--- src/rtl/mat_rand_pkg.sv ---
// mat_rand_pkg: shared defaults, FSM states and element type for the random-matrix path
package mat_rand_pkg;
  localparam int DEF_MAX_DIM = 5;
  localparam int DEF_DIM_W = 3;
  typedef enum logic [1:0] {IDLE, GEN, OUT, DONE} gen_state_e;
  typedef logic signed [7:0] elem_t;
endpackage

--- src/rtl/rand_range_map.sv ---
// rand_range_map: scales a random byte into the inclusive signed range [val_min, val_min+span-1]
module rand_range_map
  import mat_rand_pkg::*;
(
  input  logic [7:0] lfsr_data,
  input  elem_t      val_min,
  input  logic [8:0] span,
  output elem_t      elem
);
  logic [8:0] scaled;
  assign scaled = 9'(({9'd0, lfsr_data} * {8'd0, span}) >> 8);
  assign elem = elem_t'({val_min[7], val_min} + scaled);
endmodule

--- src/rtl/rand_matrix_gen.sv ---
// rand_matrix_gen: streams a rows x cols matrix of LFSR-derived values in row-major order
module rand_matrix_gen
  import mat_rand_pkg::*;
#(
  parameter int MAX_DIM = DEF_MAX_DIM,
  parameter int DIM_W = DEF_DIM_W
) (
  input  logic             clk,
  input  logic             rst_n,
  input  logic             start,
  input  logic             abort,
  input  logic [DIM_W-1:0] rows,
  input  logic [DIM_W-1:0] cols,
  input  logic [7:0]       val_min,
  input  logic [7:0]       val_max,
  input  logic [7:0]       lfsr_data,
  output logic             lfsr_en,
  output logic             elem_valid,
  input  logic             elem_ready,
  output logic [7:0]       elem_data,
  output logic [DIM_W-1:0] elem_row,
  output logic [DIM_W-1:0] elem_col,
  output logic             elem_last,
  output logic             busy,
  output logic             done,
  output logic             err
);
  gen_state_e state, state_d;
  logic [DIM_W-1:0] rows_q, cols_q, row, col;
  elem_t vmin_q, elem;
  logic [8:0] span_q;
  logic req_ok, accept, hs;

  assign req_ok = rows != '0 && rows <= DIM_W'(MAX_DIM) && cols != '0 && cols <= DIM_W'(MAX_DIM)
                  && $signed(val_min) <= $signed(val_max);
  assign accept = state == IDLE && start && req_ok && !abort;
  assign hs = state == OUT && elem_ready && !abort;

  rand_range_map u_map (
    .lfsr_data(lfsr_data),
    .val_min  (vmin_q),
    .span     (span_q),
    .elem     (elem)
  );

  // next-state and state-decoded outputs; abort overrides every transition
  always_comb begin
    lfsr_en = state == GEN;
    elem_valid = state == OUT;
    busy = state != IDLE;
    done = state == DONE;
    state_d = abort ? IDLE :
              state == IDLE ? (accept ? GEN : IDLE) :
              state == GEN ? OUT :
              state == OUT ? (elem_ready ? (elem_last ? DONE : GEN) : OUT) : IDLE;
  end

  // state, latched config, position counters and registered element outputs
  always_ff @(posedge clk) begin
    if (!rst_n) begin
      state <= IDLE;
      rows_q <= '0;
      cols_q <= '0;
      vmin_q <= '0;
      span_q <= '0;
      row <= '0;
      col <= '0;
      elem_data <= '0;
      elem_row <= '0;
      elem_col <= '0;
      elem_last <= 1'b0;
      err <= 1'b0;
    end else begin
      state <= state_d;
      err <= state == IDLE && start && !abort && !req_ok;
      if (accept) begin
        rows_q <= rows;
        cols_q <= cols;
        vmin_q <= val_min;
        span_q <= 9'({val_max[7], val_max} - {val_min[7], val_min} + 9'd1);
        row <= '0;
        col <= '0;
      end
      if (state == GEN) begin
        elem_data <= elem;
        elem_row <= row;
        elem_col <= col;
        elem_last <= row == rows_q - DIM_W'(1) && col == cols_q - DIM_W'(1);
      end
      if (hs && !elem_last) begin
        col <= col == cols_q - DIM_W'(1) ? '0 : col + DIM_W'(1);
        row <= col == cols_q - DIM_W'(1) ? row + DIM_W'(1) : row;
      end
    end
  end
endmodule
--- config.mk ---
export PLATFORM = sky130hd
export DESIGN_NAME = rand_matrix_gen
export DESIGN_NICKNAME = d
export VERILOG_FILES = /design/src/rtl/mat_rand_pkg.sv /design/src/rtl/rand_range_map.sv /design/src/rtl/rand_matrix_gen.sv
export SDC_FILE = /design/constraint.sdc
export NUM_CORES = 1
export LEC_CHECK = 0
export ABC_AREA = 1
export CORE_UTILIZATION = 40
export CTS_BUF_LIST = sky130_fd_sc_hd__clkbuf_16
export CTS_CLUSTER_SIZE = 30
export DETAILED_ROUTE_END_ITERATION = 10
export HOLD_SLACK_MARGIN = 0.1
export PLACE_DENSITY_LB_ADDON = 0.08
export SLEW_MARGIN = 40
export SYNTH_ARGS = -nofsm -noshare
export SYNTH_HDL_FRONTEND = slang
export SYNTH_SLANG_ARGS = --single-unit
--- constraint.sdc ---
create_clock -name clk -period 5.4 [get_ports clk]
set_input_delay 0.81 -clock clk [delete_from_list [all_inputs] [get_ports clk]]
set_output_delay 0.81 -clock clk [all_outputs]
set_load 0.02 [all_outputs]
==> results.py <==
metrics = {
    "run_status": {
        "status": "finished, final reports clean",
    },
    "drt": {
        "drc": 0,
        "vias": 4706,
        "drtPass1Iterations": 4,
        "post_drt_wl_per_cell_um": 12.5,
        "drt_iter0_drc": 168,
        "via_per_inst": 4.63,
        "wirelength_um": 12700,
        "ant_nets": 0,
    },
    "synth": {
        "synth_top_area_share_pct": 17.6,
        "netlist_area_sq_um": 5340,
        "syn_avg_cell_area_sq_um": 7.03,
        "syn_inst": 759,
        "synth_cell_types": 36,
        "ys_ff_latch": 47,
        "async_reset_ff_share_pct": 0,
        "synth_top_area_cell": "dfxtp_1",
        "synth-warning-count": 0,
        "synth_fp_nets": 901,
        "synth-edff-count": 0,
        "yosys_most_used_dff": "dfxtp_1",
        "ys_seq_area_share_pct": 17.6,
        "synth.area.top_cells": "dfxtp_1 (18%), fa_1 (16%), ha_1 (15%), inv_1 (13%), nand2_1 (13%)",
    },
    "timing": {
        "worst_pin_slew_ns": 0.488,
        "holdWs_ns": 0.465,
        "finalSetupViolCount": 0,
        "timing.final.crit_share_pct": 95.2,
        "skew_ns": 0.00608,
        "fin_crit_ns": 5.14,
        "fmax_ghz": 0.194,
        "slew_headroom_pct": 67.0,
        "slew_viol_final": 0,
        "hold_viol": 0,
    },
    "setup_path": {
        "critPathCaptureType": "register",
        "crit_path_start_kind": "input pin",
        "crit_fanout": 7,
        "cp_data_required_time_ns": 5.58,
        "cp.arrival_ns": 5.32,
        "crit_type": "in2reg",
    },
    "power_and_ir_drop": {
        "comb_power_share_pct": 29.4,
        "power_density_nw_per_um2": 152,
        "ir_worst_vdd_v": 0.000153,
        "p_leak_nw": 3.75,
        "power.internal_mw": 0.708,
        "netSwitchingFraction_pct": 30.2,
        "p_switching_mw": 0.307,
        "p_seq_share_pct": 35.8,
        "clkPwrFrac_pct": 34.9,
    },
    "clock_tree": {
        "clock_latency_ns": 0.29,
        "tritoncts": "built",
        "htree_levels": 2,
        "root_buffer": "clkbuf_16",
        "cts_sinks": 47,
        "hold_buffers": 0,
        "cts_buffer_depth": 2,
        "cts-buffers-inserted": 5,
        "cts.reportedPaths.clkPinSlew_ns": 0.07,
    },
    "floorplanning": {
        "start_util_pct": 41.6,
        "die_x_um": 118,
        "rows": 41,
        "io_pins": 55,
        "die-area_sq_um": 13800,
        "die_h_um": 118,
        "core_sq_um": 12800,
    },
    "global_route": {
        "grt_max_degree": 37,
        "grt_util_all_layers_pct": 19.3,
        "grt_pass1_vias": 4708,
        "overflow": 0,
        "antenna_found_initial": 0,
        "grt_pass1_wl_um": 21900,
    },
    "placed_design": {
        "detailed_place.area_sq_um": 6330,
        "port_buffers": 54,
        "place_congestion": 0.845,
        "dp_cells": 1009,
        "post-dp-hpwl_um": 10600,
    },
    "hold_path": {
        "min_path_type": "reg2reg",
    },
    "layout": {
        "syn_to_final_growth_pct": 25.0,
        "drive_gt1_share_pct": 15.0,
        "fill_cells": 1308,
        "finalNetCount": 986,
        "utilization_pct": 52.0,
        "final_area_sq_um": 6680,
        "diodes": 0,
        "seq_area_sq_um": 941,
        "multi_input_area_sq_um": 3730,
        "layoutNonFillerInstCount": 1017,
    },
    "job": {
        "maxCapViolCount": 0,
    },
}
-- cells in the final DEF (no fill, tap or decap), types with 2 or more instances in the layout --
master           netlist  final
clkdlybuf4s50_1        0     48
o21ai_1                0      6
dfxtp_1               47     47
nor2_4                 1      2
buf_4                  3     51
a21oi_2               10     19
inv_1                184    181
fa_2                   0      2
xor2_1                14     13
o21ai_0               28     22
clkbuf_16              0      5
nand2_1              181    175
ha_1                  64     57
a21oi_1               57     48
nand3_1               25     21
nand4_1                6      6
nand3_2                1      5
nor2_1                33     32
fa_1                  43     41
ha_4                   0      7
inv_2                  2      5
o211ai_1               2      2
clkbuf_2               0      5
nor3_1                 2      2
xnor2_1                9      9
nand2_2               10     15
a21o_1                 2      2
-- Yosys cell counts (2+ instances only) --
master / number
fa_1: 43
clkbuf_1: 16
ha_1: 64
nand4_1: 6
dfxtp_1: 47
buf_2: 4
nor2_1: 33
nor3_1: 2
xor2_1: 14
buf_4: 3
a21oi_1: 57
inv_1: 184
a21oi_2: 10
o21ai_0: 28
buf_6: 2
a21o_1: 2
nand3_1: 25
nand2_2: 10
inv_2: 2
nand2_1: 181
buf_1: 2
o211ai_1: 2
xnor2_1: 9
-- cell type report --
class	instances	share of cell area [%]
Clock buffer	5	1.87
Clock inverter	3	0.656
Inverter	188	10.6
Multi-Input combinational cell	496	55.9
Sequential cell	47	14.1
Tap cell	172	3.22
Timing Repair Buffer	106	13.6
-- power by group through the flow --
stage                     Combinational, mW  Clock (mW)  Sequential, mW
after CTS                             0.295       0.365           0.363
final                                 0.298       0.354           0.363
after detailed placement              0.283           0           0.371
after floorplan                       0.178           0           0.368
after global placement                0.278           0           0.371
after global routing                  0.338       0.381           0.364
-- state kept, by name, indices dropped and copies added, names as in the netlist --
name and flops:
err 1, rows_q 3, col 3, span_q 9, row 3, vmin_q 8
state 2, cols_q 3, elem_data 8, elem_row 3, elem_col 3, elem_last 1
-- metal layers --
layer | track usage (%) | part of all wire, % | vias to the layer above
met5 | 0 | 0 | -
met3 | 2.47 | 3.0 | 8
li1 | - | - | 2453
met2 | 33.7 | 48 | 74
met4 | 3.13 | 0.65 | 0
met1 | 25.9 | 48 | 2171
-- cell families (layout without fill, tap and decap cells) --
| logic type | Yosys count | in the layout | synth area share [%] |
|---|---|---|---|
| adders and majority gates | 107 | 107 | 31.1 |
| xor gates and xnor gates | 23 | 23 | 3.77 |
| buffers and inverters | 216 | 302 | 16.2 |
| and+or+nand+nor | 265 | 265 | 20.9 |
| DFF | 47 | 47 | 17.6 |
| AOI/OAI and AO/OA | 101 | 101 | 10.4 |
-- through the flow --
stage	power [mW]	setup WS [ns]	setup TNS, ns
global route	1.08	-0.0127	-0.0127
floorplan	0.545	0.0691	0
CTS	1.02	0.0190	0
global placement	0.649	-0.596	-3.04
detailed placement	0.653	-0.629	-3.38
finish	1.01	0.259	0
-- critical path, cell delays in order --
cell and delay (ns):
dlygate4sd2_1 0.24, buf_6 0.14, nand2_1 0.07, inv_1 0.06, fa_1 0.50, fa_1 0.44, fa_1 0.55, inv_1 0.06
fa_1 0.53, inv_1 0.06, ha_4 0.26, buf_4 0.14, nand3_1 0.07, nand3_1 0.09, nand2_1 0.09, nand2_1 0.06
nand2_1 0.05, nand2_1 0.06, ha_1 0.35, buf_4 0.14, nand4_1 0.08, o211ai_1 0.11, xor2_1 0.18, nand2_1 0.07
o211ai_1 0.08, inv_1 0.05
-- timing repair --
| item | in CTS | in global routing |
|---|---|---|
| buffers inserted | 0 | 0 |
| endpoints found under the setup margin | 6 | 5 |
| gates resized for setup | 25 | 35 |
| pin swaps | 14 | 14 |
-- path summary, 6_finish.rpt --
check          startpoint      endpoint  slack (ns)  depth (start not counted)
max          lfsr_data[2]  elem_data[5]        0.26                         26
min             rows_q[1]     rows_q[1]        0.46                          2
min reg2reg     rows_q[1]     rows_q[1]        0.46                          2
max reg2reg     span_q[1]  elem_data[6]        0.53                         24
No activity file was read; power rests on OpenSTA's default activity.
